<file path="src/rtl/warp_sched_rr_if.sv">
// Fetch-request handshake between the warp scheduler and the instruction fetch stage.
interface warp_sched_rr_if #(
    parameter int NUM_WARPS   = 4,
    parameter int NUM_THREADS = 4
);
    localparam int NW_BITS = $clog2(NUM_WARPS);

    logic                   req_valid;
    logic                   req_ready;
    logic [NW_BITS-1:0]     req_wid;
    logic [NUM_THREADS-1:0] req_tmask;
    logic [31:0]            req_pc;

    modport master (
        output req_valid,
        output req_wid,
        output req_tmask,
        output req_pc,
        input  req_ready
    );

    modport slave (
        input  req_valid,
        input  req_wid,
        input  req_tmask,
        input  req_pc,
        output req_ready
    );
endinterface

</file>
<file path="src/rtl/warp_sched_rr.sv">
// Warp scheduler: tracks per-warp active/stalled/barrier state, PC and thread
// mask, picks one ready warp per cycle (fixed priority or round-robin) and
// presents it on a registered valid/ready fetch-request port.
module warp_sched_rr #(
    parameter int          NUM_WARPS    = 4,
    parameter int          NUM_THREADS  = 4,
    parameter int          NUM_BARRIERS = 4,
    parameter logic [31:0] STARTUP_ADDR = 32'h80000000,
    parameter int          SCHED_MODE   = 1,
    localparam int         NW_BITS      = $clog2(NUM_WARPS),
    localparam int         NB_BITS      = (NUM_BARRIERS > 1) ? $clog2(NUM_BARRIERS) : 1
) (
    input  logic                   clk,
    input  logic                   reset,
    input  logic                   ctl_valid,
    input  logic [1:0]             ctl_op,
    input  logic [NW_BITS-1:0]     ctl_wid,
    input  logic [NUM_THREADS-1:0] ctl_tmask,
    input  logic [NUM_WARPS-1:0]   ctl_wmask,
    input  logic [31:0]            ctl_pc,
    input  logic [NB_BITS-1:0]     ctl_bar_id,
    input  logic [NW_BITS-1:0]     ctl_bar_size_m1,
    input  logic                   br_valid,
    input  logic [NW_BITS-1:0]     br_wid,
    input  logic                   br_taken,
    input  logic [31:0]            br_dest,
    input  logic                   wstall_valid,
    input  logic [NW_BITS-1:0]     wstall_wid,
    input  logic                   wstall_stalled,
    warp_sched_rr_if.master        req,
    output logic [NUM_WARPS-1:0]   active_warps,
    output logic                   busy
);
    localparam logic [1:0] OP_TMC     = 2'd0;
    localparam logic [1:0] OP_WSPAWN  = 2'd1;
    localparam logic [1:0] OP_BARRIER = 2'd2;

    logic [NUM_WARPS-1:0]   active;
    logic [NUM_WARPS-1:0]   stalled;
    logic [NUM_WARPS-1:0]   bar_mask [NUM_BARRIERS];
    logic [31:0]            pc_r     [NUM_WARPS];
    logic [NUM_THREADS-1:0] tmask_r  [NUM_WARPS];
    logic [NW_BITS-1:0]     rr_ptr;

    logic [NUM_WARPS-1:0]   bar_any;
    logic [NUM_WARPS-1:0]   ready_p0;
    logic [NW_BITS-1:0]     rr_idx;
    logic [NW_BITS-1:0]     sel_wid_p0;
    logic                   sel_vld_p0;
    logic                   load_p0;
    logic                   grant_p0;
    logic [NW_BITS:0]       bar_cnt;
    logic                   bar_release;

    logic                   vld_p1;
    logic [NW_BITS-1:0]     wid_p1;
    logic [NUM_THREADS-1:0] tmask_p1;
    logic [31:0]            pc_p1;

    function automatic logic [NW_BITS:0] popcount(input logic [NUM_WARPS-1:0] v);
        logic [NW_BITS:0] c;
        c = '0;
        for (int i = 0; i < NUM_WARPS; i++) begin
            c = c + {{NW_BITS{1'b0}}, v[i]};
        end
        return c;
    endfunction

    // Any warp parked at any barrier is excluded from scheduling.
    always_comb begin
        bar_any = '0;
        for (int b = 0; b < NUM_BARRIERS; b++) begin
            bar_any = bar_any | bar_mask[b];
        end
    end

    assign ready_p0    = active & ~stalled & ~bar_any;
    assign bar_cnt     = popcount(bar_mask[ctl_bar_id]);
    assign bar_release = (bar_cnt == {1'b0, ctl_bar_size_m1});

    // Pick the next warp: lowest index, or first ready after the RR pointer.
    always_comb begin
        sel_vld_p0 = 1'b0;
        sel_wid_p0 = '0;
        rr_idx     = '0;
        if (SCHED_MODE == 0) begin
            for (int i = NUM_WARPS - 1; i >= 0; i--) begin
                if (ready_p0[i]) begin
                    sel_vld_p0 = 1'b1;
                    sel_wid_p0 = NW_BITS'(i);
                end
            end
        end else begin
            for (int k = NUM_WARPS; k >= 1; k--) begin
                rr_idx = rr_ptr + NW_BITS'(k);
                if (ready_p0[rr_idx]) begin
                    sel_vld_p0 = 1'b1;
                    sel_wid_p0 = rr_idx;
                end
            end
        end
    end

    assign load_p0  = !vld_p1 || req.req_ready;
    assign grant_p0 = load_p0 && sel_vld_p0;

    // Warp state and output register; later writes in this block take precedence.
    always_ff @(posedge clk or negedge reset) begin
        if (!reset) begin
            active  <= {{(NUM_WARPS-1){1'b0}}, 1'b1};
            stalled <= '0;
            rr_ptr  <= NW_BITS'(NUM_WARPS - 1);
            for (int b = 0; b < NUM_BARRIERS; b++) begin
                bar_mask[b] <= '0;
            end
            for (int i = 0; i < NUM_WARPS; i++) begin
                pc_r[i]    <= (i == 0) ? STARTUP_ADDR : 32'd0;
                tmask_r[i] <= (i == 0) ? {NUM_THREADS{1'b1}} : {NUM_THREADS{1'b0}};
            end
            vld_p1   <= 1'b0;
            wid_p1   <= '0;
            tmask_p1 <= '0;
            pc_p1    <= '0;
        end else begin
            if (load_p0) begin
                vld_p1   <= sel_vld_p0;
                wid_p1   <= sel_wid_p0;
                tmask_p1 <= tmask_r[sel_wid_p0];
                pc_p1    <= pc_r[sel_wid_p0];
            end
            if (grant_p0) begin
                stalled[sel_wid_p0] <= 1'b1;
                pc_r[sel_wid_p0]    <= pc_r[sel_wid_p0] + 32'd4;
                rr_ptr              <= sel_wid_p0;
            end
            if (ctl_valid) begin
                case (ctl_op)
                    OP_TMC: begin
                        tmask_r[ctl_wid] <= ctl_tmask;
                        active[ctl_wid]  <= (ctl_tmask != '0);
                    end
                    OP_WSPAWN: begin
                        active <= ctl_wmask | {{(NUM_WARPS-1){1'b0}}, active[0]};
                        for (int i = 1; i < NUM_WARPS; i++) begin
                            if (ctl_wmask[i]) begin
                                pc_r[i]    <= ctl_pc;
                                tmask_r[i] <= {{(NUM_THREADS-1){1'b0}}, 1'b1};
                            end
                        end
                    end
                    OP_BARRIER: begin
                        if (bar_release) begin
                            bar_mask[ctl_bar_id] <= '0;
                        end else begin
                            bar_mask[ctl_bar_id][ctl_wid] <= 1'b1;
                        end
                    end
                    default: ;
                endcase
                stalled[ctl_wid] <= 1'b0;
            end
            if (br_valid) begin
                if (br_taken) begin
                    pc_r[br_wid] <= br_dest;
                end
                stalled[br_wid] <= 1'b0;
            end
            if (wstall_valid) begin
                stalled[wstall_wid] <= wstall_stalled;
            end
        end
    end

    assign req.req_valid = vld_p1;
    assign req.req_wid   = wid_p1;
    assign req.req_tmask = tmask_p1;
    assign req.req_pc    = pc_p1;
    assign active_warps  = active;
    assign busy          = |active;
endmodule

</file>
<file path="src/flat_wrapper.sv">
// flat-port wrapper written by rule: the top's interface ports become plain ports
module warp_sched_rr_flat 
#(
    parameter int          NUM_WARPS    = 4,
    parameter int          NUM_THREADS  = 4,
    parameter int          NUM_BARRIERS = 4,
    parameter logic [31:0] STARTUP_ADDR = 32'h80000000,
    parameter int          SCHED_MODE   = 1,
    localparam int         NW_BITS      = $clog2(NUM_WARPS),
    localparam int         NB_BITS      = (NUM_BARRIERS > 1) ? $clog2(NUM_BARRIERS) : 1
)
  (clk, reset, ctl_valid, ctl_op, ctl_wid, ctl_tmask, ctl_wmask, ctl_pc, ctl_bar_id, ctl_bar_size_m1, br_valid, br_wid, br_taken, br_dest, wstall_valid, wstall_wid, wstall_stalled, active_warps, busy, req_req_valid, req_req_wid, req_req_tmask, req_req_pc, req_req_ready);
  warp_sched_rr_if #(.NUM_WARPS(NUM_WARPS), .NUM_THREADS(NUM_THREADS)) req_i ();
  input  logic clk;
  input  logic reset;
  input  logic ctl_valid;
  input  logic [1:0] ctl_op;
  input  logic [NW_BITS-1:0] ctl_wid;
  input  logic [NUM_THREADS-1:0] ctl_tmask;
  input  logic [NUM_WARPS-1:0] ctl_wmask;
  input  logic [31:0] ctl_pc;
  input  logic [NB_BITS-1:0] ctl_bar_id;
  input  logic [NW_BITS-1:0] ctl_bar_size_m1;
  input  logic br_valid;
  input  logic [NW_BITS-1:0] br_wid;
  input  logic br_taken;
  input  logic [31:0] br_dest;
  input  logic wstall_valid;
  input  logic [NW_BITS-1:0] wstall_wid;
  input  logic wstall_stalled;
  output logic [NUM_WARPS-1:0] active_warps;
  output logic busy;
  output wire logic [$bits(req_i.req_valid)-1:0] req_req_valid;
  output wire logic [$bits(req_i.req_wid)-1:0] req_req_wid;
  output wire logic [$bits(req_i.req_tmask)-1:0] req_req_tmask;
  output wire logic [$bits(req_i.req_pc)-1:0] req_req_pc;
  input wire logic [$bits(req_i.req_ready)-1:0] req_req_ready;
  assign req_req_valid = req_i.req_valid;
  assign req_req_wid = req_i.req_wid;
  assign req_req_tmask = req_i.req_tmask;
  assign req_req_pc = req_i.req_pc;
  assign req_i.req_ready = req_req_ready;
  warp_sched_rr #(.NUM_WARPS(NUM_WARPS), .NUM_THREADS(NUM_THREADS), .NUM_BARRIERS(NUM_BARRIERS), .STARTUP_ADDR(STARTUP_ADDR), .SCHED_MODE(SCHED_MODE)) u_core (.clk(clk), .reset(reset), .ctl_valid(ctl_valid), .ctl_op(ctl_op), .ctl_wid(ctl_wid), .ctl_tmask(ctl_tmask), .ctl_wmask(ctl_wmask), .ctl_pc(ctl_pc), .ctl_bar_id(ctl_bar_id), .ctl_bar_size_m1(ctl_bar_size_m1), .br_valid(br_valid), .br_wid(br_wid), .br_taken(br_taken), .br_dest(br_dest), .wstall_valid(wstall_valid), .wstall_wid(wstall_wid), .wstall_stalled(wstall_stalled), .req(req_i), .active_warps(active_warps), .busy(busy));
endmodule
</file>
<file path="config.mk">
export PLATFORM = sky130hd
export DESIGN_NAME = warp_sched_rr_flat
export DESIGN_NICKNAME = d
export VERILOG_FILES = /design/src/rtl/warp_sched_rr_if.sv /design/src/rtl/warp_sched_rr.sv /design/src/flat_wrapper.sv
export SDC_FILE = /design/constraint.sdc
export NUM_CORES = 1
export LEC_CHECK = 0
export ABC_AREA = 1
export CAP_MARGIN = 30
export CORE_ASPECT_RATIO = 1.2
export CORE_MARGIN = 2
export CORE_UTILIZATION = 55
export CTS_BUF_LIST = sky130_fd_sc_hd__clkbuf_16
export DETAILED_ROUTE_END_ITERATION = 6
export PLACE_DENSITY_LB_ADDON = 0.15
export SYNTH_ARGS = -nofsm -noshare
export SYNTH_HDL_FRONTEND = slang
export SYNTH_SLANG_ARGS = --single-unit
</file>
<file path="constraint.sdc">
create_clock -name clk -period 3.8 [get_ports clk]
set_input_delay 0.76 -clock clk [delete_from_list [all_inputs] [get_ports clk]]
set_output_delay 0.76 -clock clk [all_outputs]
set_load 0.02 [all_outputs]
</file>
==> results.sh, run 1 <==
export IMPL_cts_setup_buffers=0
export IMPL_viasPerCell=5.855
export IMPL_path_buf_inv=2
export IMPL_drive_gt1_share_pct=8.115
export IMPL_drt_iter0_drc=1346
export IMPL_die_h_um=177.1
export IMPL_place_congestion=0.9444
export IMPL_path_common_cell="nand2_1"
export IMPL_cts_sinks=209
export IMPL_finalHoldViolations=0
export IMPL_fmax_mhz=283.2
export IMPL_path_cells="inv_2 -> nor2_1 -> nand3_1 -> nand2_1 -> nand2_1 -> o21ai_2 -> nand2_2 -> nand3_2 -> nand2_8 -> nand2_1 -> inv_2 -> nand2_1 -> nand2_1 -> nor2_4 -> ha_1 -> nand3_1 -> nor2_4 -> nand2_1 -> nor2_4 -> nand3_1 -> nand3_1 -> nand2_1 -> nand2_1 -> nand2_1"
export IMPL_synth_enable_flop_cells=0
export IMPL_dp_cells=2499
export IMPL_path_max_fanout=13
export IMPL_start_util_pct=55.82
export IMPL_dp_final_hpwl_um=30880
export IMPL_synth_mux_area_share_pct=0.2461
export IMPL_status="completed"
export IMPL_path_class="flip-flop to flip-flop"
export IMPL_clk_pin_slew_ps=60
export IMPL_yosys_warnings=0
export IMPL_cts_tree="yes"
export IMPL_stdcell_count=2543
export IMPL_nets=2296
export IMPL_die_area_mm2=0.02624
export IMPL_cts_buffers=24
export IMPL_drtAntennaViolNets=0
export IMPL_ys_types=45
export IMPL_syn_instance_count=2089
export IMPL_arrival_ps=3960
export IMPL_worst_pin_slew_ps=797.5
export IMPL_fin_crit_sh_pct=92.91
export IMPL_drtPass1Iterations=5
export IMPL_synthXorXnorAreaFrac_pct=0.5651
export IMPL_worstReg2RegStart="u_core.active_warps[0]$_DFFE_PN1P_"
export IMPL_cts_root_buffer="clkbuf_16"
export IMPL_rows=63
export IMPL_grt_max_degree=93
export IMPL_reg2reg_depth=24
export IMPL_startpoint_type="flip-flop"
export IMPL_synthAdderAreaFrac_pct=0.4192
export IMPL_worstSetupEndpointType="flip-flop"
export IMPL_routed_wl_um=46310
export IMPL_cts_path_max_buffers=3
export IMPL_hold_path_class="input pin to asynchronous set/reset pin"
export IMPL_num_vias=14890
export IMPL_drc_errors=0
export IMPL_fin_crit_ps=3531
export IMPL_overflow=0
export IMPL_areaGrowthSynthToFinish_pct=20.01
export IMPL_n_antenna_cell=0
export IMPL_synth_compound_area_share_pct=16.96
export IMPL_r2r_slack_ps=270
export IMPL_ys_ff_latch=209
export IMPL_ys_seq_area_share_pct=38.17
export IMPL_clk_latency_ps=530
export IMPL_grtUsageTotal_pct=35.28
export IMPL_hold_slack_ps=293.1
export IMPL_antenna_found_initial=0
export IMPL_wl_per_cell_um=18.21
export IMPL_max_cap_violations=0
export IMPL_cp_top_family="simple AND/OR/NAND/NOR gates"
export IMPL_setup_viol=0
export IMPL_setup_tns_ps=0
export IMPL_core_area_mm2=0.02459
export IMPL_grt_pass1_wl_um=74000
export IMPL_dieWidth_um=148.2
export IMPL_synth_ff_type="dfrtp_1"
export IMPL_ios=136
export IMPL_grt_pass1_vias=14680
export IMPL_syn_avg_cell_area_um2=6.572
export IMPL_netlist_area_mm2=0.01373
export IMPL_cts_htree_levels=1
export IMPL_drv_slew=0
export IMPL_r2r_end="u_core.pc_r[90]$_DFF_PN0_"
export IMPL_synth_top_family_by_area="simple AND/OR/NAND/NOR gates"
export IMPL_fin_skew_ps=12.74
export IMPL_yosys_area_share_simple_pct=33.08
export IMPL_port_buffers=135
export IMPL_required_ps=4230
export IMPL_syn_nets=2185
export IMPL_cp_slowest_stage_delay_ps=550
export IMPL_async_flop_share_pct=100.0
export IMPL_relSlewSlack_pct=46.83
export IMPL_cp_slowest_cell="dfstp_2"
[worst register-to-register path, delay by kind of cell, from the launching register on]
| kind | cells | cell delay [ps] |
|---|---|---|
| compound gates | 1 | 170 |
| fa+ha+maj | 1 | 200 |
| buf+inv | 2 | 100 |
| flops | 1 | 550 |
| simple gates | 20 | 2400 |
[layout make-up]
class,count,area (um2)
clock inverter,19,161.4
clock buffer,25,625.6
fill,2275,8119
timing repair buffer,194,1934
inverter,248,930.9
tap,325,406.6
multi-input combinational,1523,7176
sequential,209,5240
[how the worst max path moves through the flow]
stage | depth (start not counted) | to | slack, ps | from
after global routing | 24 | u_core.pc_r[88]$_DFF_PN0_ | -40 | u_core.active_warps[0]$_DFFE_PN1P_
after detailed placement | 15 | u_core.bar_mask[7]$_DFFE_PN0P_ | 70 | ctl_bar_id[1]
after global placement | 15 | u_core.bar_mask[7]$_DFFE_PN0P_ | 170 | ctl_bar_id[1]
after floorplan | 24 | u_core.pc_r[24]$_DFF_PN0_ | 780 | u_core.active_warps[0]$_DFFE_PN1P_
after CTS | 24 | u_core.pc_r[89]$_DFF_PN0_ | 100 | u_core.active_warps[0]$_DFFE_PN1P_
final | 24 | u_core.pc_r[90]$_DFF_PN0_ | 270 | u_core.active_warps[0]$_DFFE_PN1P_
[registers in the layout, summed over array words and instances (netlist names)]
name / cells
u_core.req.req_tmask: 4
u_core.req.req_wid: 2
u_core.bar_mask: 16
u_core.stalled: 4
u_core.pc_r: 128
u_core.req.req_valid: 1
u_core.tmask_r: 16
u_core.rr_ptr: 2
u_core.req.req_pc: 32
u_core.active_warps: 4
[cells in the mapped netlist (all sizes together), types with 7 or more instances]
master | instances | area share [%]
a21oi | 229 | 8.3
o211ai | 8 | 0.44
nor3 | 11 | 0.40
nand3 | 171 | 6.5
nand3b | 8 | 0.44
dfstp | 8 | 1.5
clkbuf | 71 | 1.9
nand2 | 680 | 19
dfrtp | 201 | 37
buf | 38 | 1.8
o21ai | 155 | 5.7
a22oi | 16 | 0.87
nor2 | 153 | 4.6
xor2 | 7 | 0.50
nand4 | 43 | 2.1
inv | 246 | 6.7
[cells by family (layout without fill, tap and decap cells)]
kind of cell,after synthesis,in the layout
multiplexers,3,3
adder cells (fa/ha/maj),4,4
buffers and inverters,357,486
XOR/XNOR,8,8
flip-flops,209,209
AND/OR/NAND/NOR,1072,1072
AO/OA/AOI/OAI,436,436
[timing repair]
item,in CTS,in global routing
gates resized for setup,0,27
hold buffers,0,0
setup endpoints to repair,0,65
[cell usage in the layout, fill, tap and decap left out, types with 4 or more instances in the layout]
cell type and n:
o21ai_0 141, xor2_1 5, nor2_2 24, o22ai_1 5, nand2_1 671, nand2_2 7
a22oi_1 16, nor2_4 13, clkinv_1 9, nand4_1 41, dfrtp_1 201, nor2_1 116
a21oi_1 229, and2_1 4, buf_4 46, o21ai_1 13, nand3_1 162, dfstp_2 8
clkinv_2 9, buf_12 10, clkdlybuf4s50_1 134, o22a_1 4, inv_2 10, inv_1 236
nor3_1 9, o221ai_1 5, o41ai_1 5, o211ai_1 8, nand3b_1 8, nand3_2 9
a31oi_1 4, clkbuf_16 25
[through the flow]
stage / util (%) / worst slack [ps] / area [um2]
after floorplan: - / 782.5 / 13730
after global placement: 63.37 / 174.9 / 15580
after detailed placement: 63.37 / 73.89 / 15580
after CTS: 66.57 / 103.1 / 16370
after global routing: 66.99 / -37.64 / 16470
final: 66.99 / 269.5 / 16470
[layer usage]
| metal | vias to the layer above | track usage (%) | part of all wire (%) |
|---|---|---|---|
| li1 | 6987 | - | - |
| met1 | 6891 | 42.56 | 37 |
| met2 | 815 | 60.30 | 48 |
| met3 | 196 | 5.567 | 9.7 |
| met4 | 0 | 19.52 | 5.5 |
| met5 | - | 0 | 0 |
Power of run 1 is left out: the tool's default activity adds up to more than one toggle a clock period on the data nets, which glitch-free logic cannot reach.
==> run 2: changes to the inputs <==
Settings changed: CORE_MARGIN 2 to default.
==> results.sh, run 2 (same netlist as run 1, synthesis figures left out) <==
export IMPL_status="finished with violations"
export IMPL_violations="DRC"
export IMPL_layout_common_cells="nand2_1 (672), inv_1 (237), a21oi_1 (229), dfrtp_1 (201), nand3_1 (163)"
export IMPL_worst_pin_slew_ps=751.9
export IMPL_grt_max_degree=101
export IMPL_hold_path_class="input pin to asynchronous set/reset pin"
export IMPL_die_area_mm2=0.02560
export IMPL_dp_cells=2492
export IMPL_viasPerCell=5.851
export IMPL_n_antenna_cell=0
export IMPL_cp_slowest_stage_delay_ps=540
export IMPL_stdcell_count=2536
export IMPL_fmax_mhz=279.5
export IMPL_drtPass1Iterations=7
export IMPL_ios=136
export IMPL_relSlewSlack_pct=49.80
export IMPL_cts_htree_levels=1
export IMPL_antenna_found_initial=0
export IMPL_setup_viol=0
export IMPL_cp_slowest_cell="dfstp_2"
export IMPL_drt_iter0_drc=1211
export IMPL_required_ps=4260
export IMPL_r2r_slack_ps=220
export IMPL_cts_tree="yes"
export IMPL_overflow=0
export IMPL_fin_crit_ps=3578
export IMPL_wl_per_cell_um=18.00
export IMPL_cts_buffers=24
export IMPL_final_common_cell="nand2_1"
export IMPL_setup_tns_ps=0
export IMPL_dp_final_hpwl_um=31200
export IMPL_cts_root_buffer="clkbuf_16"
export IMPL_worstSetupEndpointType="flip-flop"
export IMPL_grt_pass1_vias=14320
export IMPL_drv_slew=0
export IMPL_num_vias=14840
export IMPL_nFillCells=2210
export IMPL_clk_latency_ps=530
export IMPL_fin_skew_ps=16.04
export IMPL_drc_errors=1
export IMPL_cts_sinks=209
export IMPL_drive_gt1_share_pct=7.762
export IMPL_core_area_mm2=0.02420
export IMPL_max_cap_violations=0
export IMPL_arrival_ps=4040
export IMPL_routed_wl_um=45650
export IMPL_path_cells="inv_2 -> nor2_1 -> nand3_1 -> nand2_1 -> nand2_1 -> o21ai_2 -> nand2_2 -> nand2_2 -> nand2_4 -> buf_12 -> nand3_1 -> nand2_1 -> nand2_1 -> nand2_1 -> nor2_1 -> nand3_1 -> nor2_4 -> buf_4 -> nand3_1 -> nand2_1 -> nand3_1 -> nand2_1 -> nand2_1 -> nand2_1"
export IMPL_cts_path_max_buffers=3
export IMPL_path_common_cell="nand2_1"
export IMPL_drtAntennaViolNets=0
export IMPL_place_congestion=0.9577
export IMPL_areaGrowthSynthToFinish_pct=20.03
export IMPL_grtUsageTotal_pct=35.83
export IMPL_fin_crit_sh_pct=94.16
export IMPL_die_h_um=175.1
export IMPL_clk_pin_slew_ps=60
export IMPL_finalHoldViolations=0
export IMPL_nets=2294
export IMPL_top_register="u_core.pc_r"
export IMPL_dieWidth_um=146.2
export IMPL_path_class="flip-flop to flip-flop"
export IMPL_grt_pass1_wl_um=73070
export IMPL_rows=62
export IMPL_port_buffers=135
export IMPL_start_util_pct=56.72
export IMPL_largest_register_ff_count=128
export IMPL_startpoint_type="flip-flop"
export IMPL_path_max_fanout=57
==> run 2: cell count changes in the layout (fill, tap and decap cells not counted), moves of 2 or more <==
cell	delta
nor2_1	+5
buf_6	-3
nor2_2	-4
bufinv_16	+2
clkinv_2	-4
clkinv_1	-2
==> run 2: timing repair <==
item / in CTS / in global routing
hold buffers: 0 / 0
setup buffers: 0 / 0
endpoints found under the setup margin: 0 / 74
resized for setup: 0 / 15
==> run 2: path summary, 6_finish.rpt <==
path | start | endpoint | cells after the start
min in group clk | u_core.req.req_pc[25]$_DFFE_PN0P_ | u_core.req.req_pc[25]$_DFFE_PN0P_ | 2
min reg2reg | u_core.req.req_pc[25]$_DFFE_PN0P_ | u_core.req.req_pc[25]$_DFFE_PN0P_ | 2
max reg2reg | u_core.active_warps[0]$_DFFE_PN1P_ | u_core.pc_r[53]$_DFF_PN0_ | 24
max in group asynchronous | reset | u_core.tmask_r[1]$_DFFE_PN0P_ | 2
max | u_core.active_warps[0]$_DFFE_PN1P_ | u_core.pc_r[53]$_DFF_PN0_ | 24
min | reset | u_core.pc_r[48]$_DFF_PN0_ | 1
==> run 2: cell type report <==
cell class,instances,area (um2),share of cell area [%]
repair buffers,192,1908,11.58
clock buffers,25,625.6,3.797
well taps,320,400.4,2.430
clock inverters,19,222.7,1.352
inverters,248,930.9,5.649
multi-input cells,1523,7151,43.39
flip-flops and latches,209,5240,31.80
==> run 2: worst max-delay path: cells and delay by family (launching register included) <==
kind | cells | cell delay, ps
flip-flops | 1 | 540
buffers and inverters | 3 | 460
AO/OA/AOI/OAI | 1 | 160
AND/OR/NAND/NOR | 20 | 2320
==> run 2: layer usage <==
metal / track usage (%) / part of all wire (%)
met4: 21.57 / 5.6
met2: 61.75 / 49
met3: 5.483 / 8.8
met5: 0 / 0
met1: 42.11 / 37
==> run 2: metrics by stage <==
step | hold WS, ps | utilization (%) | cell area, um2 | worst slack (ps)
after floorplan | 446.7 | - | 13730 | 782.5
after global placement | 464.3 | 64.30 | 15560 | 206.3
after detailed placement | 471.4 | 64.30 | 15560 | 77.81
after CTS | 195.0 | 67.81 | 16410 | 145.2
after global routing | 220.7 | 68.08 | 16480 | -18.23
final | 185.6 | 68.08 | 16480 | 221.7
Power of run 2 is left out for the same reason.
